File: config.mk
export PLATFORM = sky130hd
export DESIGN_NAME = instr_fetch_stage
export DESIGN_NICKNAME = d
export VERILOG_FILES = /design/src/rtl/cpu_fetch_pkg.sv /design/src/rtl/fetch_fifo.sv /design/src/rtl/instr_fetch_stage.sv
export SDC_FILE = /design/constraint.sdc
export NUM_CORES = 1
export LEC_CHECK = 0
export ABC_AREA = 1
export CORE_ASPECT_RATIO = 1.5
export CORE_MARGIN = 4
export CORE_UTILIZATION = 50
export DETAILED_ROUTE_END_ITERATION = 10
export PLACE_DENSITY = 0.77
export SLEW_MARGIN = 25
export SYNTH_ARGS = -nofsm -noshare
export SYNTH_HDL_FRONTEND = slang
export SYNTH_HIERARCHICAL = 1
export SYNTH_SLANG_ARGS = --single-unit
File: constraint.sdc
create_clock -name clk -period 2.5 [get_ports clk]
set_input_delay 0.625 -clock clk [delete_from_list [all_inputs] [get_ports clk]]
set_output_delay 0.625 -clock clk [all_outputs]
set_load 0.03 [all_outputs]
File: src/rtl/cpu_fetch_pkg.sv
// Shared types and constants for the instruction-fetch front end.
package cpu_fetch_pkg;

    typedef enum logic [1:0] {
        BOOT  = 2'd0,
        RUN   = 2'd1,
        DRAIN = 2'd2
    } fetch_state_t;

    localparam logic [31:0] RESET_PC_DEFAULT = 32'h0000_0000;
    localparam logic [31:0] INSTR_BYTES      = 32'd4;
    localparam logic [31:0] NOP_INSTR        = 32'h0000_0000;

    typedef struct packed {
        logic [31:0] pc;
        logic [31:0] instr;
    } fetch_entry_t;

    function automatic logic [31:0] align_pc(input logic [31:0] addr);
        return {addr[31:2], 2'b00};
    endfunction

endpackage

File: src/rtl/fetch_fifo.sv
// Small synchronous FIFO with flush; head is visible combinationally (fall-through).
module fetch_fifo
    import cpu_fetch_pkg::*;
#(
    parameter  int DEPTH = 2,
    parameter  int WIDTH = 64,
    localparam int PTR_W = (DEPTH > 1) ? $clog2(DEPTH) : 1,
    localparam int CNT_W = $clog2(DEPTH + 1)
) (
    input  logic             clk,
    input  logic             rst,
    input  logic             push,
    input  logic [WIDTH-1:0] push_data,
    input  logic             pop,
    input  logic             flush,
    output logic [WIDTH-1:0] head,
    output logic [CNT_W-1:0] count
);

    logic [DEPTH-1:0][WIDTH-1:0] mem_q, mem_d;
    logic [PTR_W-1:0]            wr_ptr_q, wr_ptr_d;
    logic [PTR_W-1:0]            rd_ptr_q, rd_ptr_d;
    logic [CNT_W-1:0]            count_q, count_d;
    logic                        full, empty, do_push, do_pop;

    assign full    = (count_q == CNT_W'(DEPTH));
    assign empty   = (count_q == '0);
    assign do_push = push && !full;
    assign do_pop  = pop && !empty;
    assign head    = mem_q[rd_ptr_q];
    assign count   = count_q;

    always_comb begin
        mem_d    = mem_q;
        wr_ptr_d = wr_ptr_q;
        rd_ptr_d = rd_ptr_q;
        count_d  = count_q;
        if (flush) begin
            wr_ptr_d = '0;
            rd_ptr_d = '0;
            count_d  = '0;
        end else begin
            if (do_push) begin
                mem_d[wr_ptr_q] = push_data;
                wr_ptr_d        = wr_ptr_q + PTR_W'(1);
            end
            if (do_pop) begin
                rd_ptr_d = rd_ptr_q + PTR_W'(1);
            end
            count_d = count_q + CNT_W'(do_push) - CNT_W'(do_pop);
        end
    end

    always_ff @(posedge clk) begin
        if (rst) begin
            mem_q    <= '0;
            wr_ptr_q <= '0;
            rd_ptr_q <= '0;
            count_q  <= '0;
        end else begin
            mem_q    <= mem_d;
            wr_ptr_q <= wr_ptr_d;
            rd_ptr_q <= rd_ptr_d;
            count_q  <= count_d;
        end
    end

endmodule

File: src/rtl/instr_fetch_stage.sv
// Fetch front end: PC, credit-limited imem requests, in-order response buffering
// toward decode, and redirect handling that discards stale in-flight responses.
module instr_fetch_stage
    import cpu_fetch_pkg::*;
#(
    parameter logic [31:0] RESET_PC   = RESET_PC_DEFAULT,
    parameter int          FIFO_DEPTH = 2
) (
    input  logic        clk,
    input  logic        rst,
    output logic        imem_req_valid,
    input  logic        imem_req_ready,
    output logic [31:0] imem_req_addr,
    input  logic        imem_resp_valid,
    input  logic [31:0] imem_resp_data,
    input  logic        redirect_valid,
    input  logic [31:0] redirect_pc,
    output logic        if_valid,
    input  logic        if_ready,
    output logic [31:0] if_instr,
    output logic [31:0] if_pc,
    output logic [31:0] if_pc_plus4
);

    localparam int CNT_W = $clog2(FIFO_DEPTH + 1);

    fetch_state_t     state_q, state_d;
    logic [31:0]      pc_q, pc_d;
    logic [CNT_W-1:0] drop_cnt_q, drop_cnt_d;

    logic [CNT_W-1:0] outstanding;
    logic [CNT_W-1:0] fifo_count;
    logic [CNT_W:0]   in_use;
    logic [31:0]      pcq_head;
    fetch_entry_t     fifo_head;
    fetch_entry_t     fifo_push_data;
    logic             credit, req_fire, resp_live, resp_drop, pop;

    // Outstanding requests plus buffered entries never exceed the FIFO depth,
    // so a live response always finds room.
    assign in_use    = {1'b0, outstanding} + {1'b0, fifo_count};
    assign credit    = (state_q == RUN) && !redirect_valid &&
                       (in_use < (CNT_W + 1)'(FIFO_DEPTH));
    assign req_fire  = credit && imem_req_ready;
    assign resp_drop = imem_resp_valid && (drop_cnt_q != '0);
    assign resp_live = imem_resp_valid && (drop_cnt_q == '0) && (outstanding != '0);
    assign pop       = if_valid && if_ready;

    assign imem_req_valid = credit;
    assign imem_req_addr  = pc_q;

    assign fifo_push_data = '{pc: pcq_head, instr: imem_resp_data};

    assign if_valid    = (fifo_count != '0);
    assign if_instr    = if_valid ? fifo_head.instr : NOP_INSTR;
    assign if_pc       = if_valid ? fifo_head.pc : '0;
    assign if_pc_plus4 = if_valid ? fifo_head.pc + INSTR_BYTES : '0;

    fetch_fifo #(
        .DEPTH (FIFO_DEPTH),
        .WIDTH (32)
    ) u_pc_queue (
        .clk       (clk),
        .rst       (rst),
        .push      (req_fire),
        .push_data (pc_q),
        .pop       (resp_live),
        .flush     (redirect_valid),
        .head      (pcq_head),
        .count     (outstanding)
    );

    fetch_fifo #(
        .DEPTH (FIFO_DEPTH),
        .WIDTH ($bits(fetch_entry_t))
    ) u_out_fifo (
        .clk       (clk),
        .rst       (rst),
        .push      (resp_live),
        .push_data (fifo_push_data),
        .pop       (pop),
        .flush     (redirect_valid),
        .head      (fifo_head),
        .count     (fifo_count)
    );

    always_comb begin
        pc_d       = pc_q;
        drop_cnt_d = drop_cnt_q;
        if (resp_drop) begin
            drop_cnt_d = drop_cnt_q - CNT_W'(1);
        end
        if (req_fire) begin
            pc_d = pc_q + INSTR_BYTES;
        end
        // Everything still in flight after this edge becomes stale; the pc
        // queue is flushed so outstanding restarts from zero.
        if (redirect_valid) begin
            pc_d       = align_pc(redirect_pc);
            drop_cnt_d = drop_cnt_d + outstanding + CNT_W'(req_fire) - CNT_W'(resp_live);
        end
        state_d = (drop_cnt_d == '0) ? RUN : DRAIN;
    end

    always_ff @(posedge clk) begin
        if (rst) begin
            state_q    <= BOOT;
            pc_q       <= RESET_PC;
            drop_cnt_q <= '0;
        end else begin
            state_q    <= state_d;
            pc_q       <= pc_d;
            drop_cnt_q <= drop_cnt_d;
        end
    end

    a_no_spurious_resp: assert property (@(posedge clk) disable iff (rst)
        imem_resp_valid |-> ((outstanding != '0) || (drop_cnt_q != '0)));

endmodule

==> out/metrics.cfg <==
[outcome]
status = finished with violations
violations = negative setup slack

[grt]
antenna_found_initial = 0
gr-usage-met1_pct = 30.57
grt_use_total_pct = 25.16
met3_usage_pct = 2.780
grt_busiest_layer = met2
grt_pass1_wl_um = 64030
grtUsageMet2_pct = 45.99
grt_max_degree = 103
grt_pass1_vias = 13315
overflow = 0

[sta]
fin_setup_tns_ns = -26.65
relSlewSlack_pct = 60.08
finalSetupViolCount = 85
finalMaxSlewViolations = 0
fin_crit_ns = 3.173
finClkSkew_ns = 0.008829
finalWorstSetupSlack_ns = -0.6726
min_period_over_period_pct = 126.9
final_hold_viol_count = 0
rsz0062_at_grt = true
worst_pin_slew_ns = 0.5987
clock.fmax_mhz = 315.2

[layout]
area_delta_synth_final_pct = 37.85
multi_input_comb_area_um2 = 7900
register_area_um2 = 4692
stdcell_area_um2 = 19050
fin_util_pct = 69.98
fillers = 2252
nNetsFinal = 2681
drive_gt1_share_pct = 22.54
num_antenna_cells = 0

[die]
fp-row-count = 74
dieHeight_um = 211.6
ios = 200
core-area_um2 = 27220
die_w_um = 143.7
die_area_um2 = 30420
initial_core_util_pct = 50.77

[critical_path]
slowest_stage = dfxtp_4
endpoint_kind = primary output
crit_required_ns = 1.88
r2r-start = u_out_fifo/count[0]$_SDFF_PP0_
path_cells = buf_6 > buf_8 > nand2_4 > o21ai_4 > ha_4 > nand3_4 > nor2_4 > nand2_2 > nor2_4 > nand3_2 > xor2_2 > nor2_4 > buf_6
cp_num_buf_inv = 3
worstSetupPathType = flip-flop to primary output
r2r_slack_ns = -0.04
critical_path.max_fanout = 7
critical-path-top-delay-family = simple AND/OR/NAND/NOR gates
cp.arrival_ns = 2.55
startpoint = u_out_fifo/rd_ptr_q$_SDFFE_PP0P_
path_common_cell = nor2_4
crit_path_start_kind = flip-flop
slowest_delay_ns = 0.44

[cts]
cts_buffer_depth = 3
clk_pin_slew_ns = 0.07
cts_tree = yes
cts_max_level = 1
cts_root_buf = clkbuf_16
clock_sinks = 234
cts_buffers = 24
clock_latency_ns = 0.52

[synthesis]
synth_area_per_cell_um2 = 5.941
async_flop_share_pct = 0
synth_common_cells = nand2_1, nor2_1, inv_1
postSynthCellCount = 2326
seq_area_frac_synth_pct = 33.90
yosys_warnings = 6
synth_edf_count = 0
ys_ff_latch = 234
yosys.area.top_type = dfxtp_1
ys.flop_type = dfxtp_1
synth_area_um2 = 13820
synth.top_cells.by_area = dfxtp_1, nand2_1, nor2_1, inv_1, o21ai_0
ys_types = 42
yosysMostFrequentCell = nand2_1
synth_top_area_share_pct = 33.90

[placed_design]
io_buffers = 195
dp_hpwl_um = 26760
gp_congestion = 0.9398
postPlaceCellArea_um2 = 16870
pre_cts_slack_ns = -0.3055

[run]
max-cap-violations = 0

[routing]
drt-initial-drc-count = 949
drt-total-wl_um = 41930
vias = 14745
drc_errors = 0
wl_per_cell_um = 14.17
ant_nets = 0
first_pass_iters = 5
via_per_inst = 4.983

[hold_path]
hp-class = flip-flop to flip-flop
hold_start = u_out_fifo/mem_q[108]$_SDFFE_PP0P_

[pwr]
vdd_ir_drop_max_mv = 0.4948
pwr_density_cell_nw_per_um2 = 464.5
leakage_nw = 8.695

==> placed cells by master, fill, tap and decap left out, types with 13 or more instances in the layout <==
| cell type | instances |
|---|---|
| nand2_1 | 565 |
| nor2_1 | 459 |
| inv_1 | 384 |
| dfxtp_1 | 230 |
| buf_4 | 174 |
| clkdlybuf4s50_1 | 96 |
| nand4_1 | 69 |
| nand2_2 | 67 |
| nand3_1 | 64 |
| o21ai_0 | 56 |
| buf_6 | 52 |
| o21ai_2 | 45 |
| nor2_4 | 38 |
| a21oi_1 | 37 |
| nor2_2 | 34 |
| clkbuf_16 | 33 |
| inv_2 | 27 |
| buf_12 | 22 |
| o21ai_1 | 18 |
| xor2_1 | 13 |
==> worst paths after layout <==
path / end / cells past startpoint
setup reg to reg: state_q[1]$_SDFF_PP0_ / 14
setup / recovery: if_pc_plus4[20] / 13
hold reg to reg: u_out_fifo/mem_q[108]$_SDFFE_PP0P_ / 2
hold / removal: u_out_fifo/mem_q[108]$_SDFFE_PP0P_ / 2
==> logic make-up after synthesis <==
logic type	synth area share [%]
adder cells (fa/ha/maj)	1.014
flip-flops	33.90
AO/OA/AOI/OAI	6.800
buffers and inverters	16.08
XOR/XNOR	1.648
AND/OR/NAND/NOR	40.53
other	0.02714
==> metal layers <==
layer  vias up  wire [um]
li1       7476          -
met1      6698      16690
met2       487      21190
met3        84       2570
met4         0       1484
met5         -          0
==> worst min-delay path, stage by stage (launching register included) <==
cell and delay [ns]:
dfxtp_1 0.32, nor2_1 0.05, nor2_1 0.08
==> per-stage QoR <==
stage	hold slack, ns	instances	total power, W
3_5_place_dp	0.4712	2875	0.005371
4_1_cts	0.4857	2931	0.008882
6_report	0.4845	2959	0.008849
3_3_place_gp	0.4621	2875	0.005334
5_1_grt	0.5002	2959	0.009241
2_1_floorplan	0.4554	2331	0.004893
==> where the power goes <==
| part | leakage [nW] | total (W) | internal [W] | switching, W |
|---|---|---|---|---|
| clock network | 0.355 | 0.00349 | 0.00196 | 0.00153 |
| logic | 6.45 | 0.00141 | 0.000557 | 0.000850 |
| registers | 1.89 | 0.00396 | 0.00386 | 0.0000955 |
==> area by class of cell <==
cell class / count / share of cell area (%)
multi-input combinational: 1558 / 41.47
clock inverter: 5 / 0.1905
timing repair buffer: 365 / 19.34
sequential: 234 / 24.63
tap: 342 / 2.246
clock buffer: 37 / 3.731
inverter: 418 / 8.388
==> flip-flops by register name (all words and copies together) (netlist names) <==
signal and cells:
imem_req_addr 30, u_out_fifo/count 2, u_out_fifo/wr_ptr_q 1, u_out_fifo/rd_ptr_q 1, u_pc_queue/mem_q 64, state_q 2
u_out_fifo/mem_q 128, drop_cnt_q 2, u_pc_queue/rd_ptr_q 1, u_pc_queue/count 2, u_pc_queue/wr_ptr_q 1
==> repair_timing <==
action / 4_1_cts / 5_1_grt
buffers inserted: 13 / 18
gates resized for setup: 258 / 217
cloned: 1 / 12
hold buffers: 0 / 0
setup endpoints to repair: 98 / 98
pin swaps: 16 / 62
Note: power is estimated with default switching activity, not from simulation.
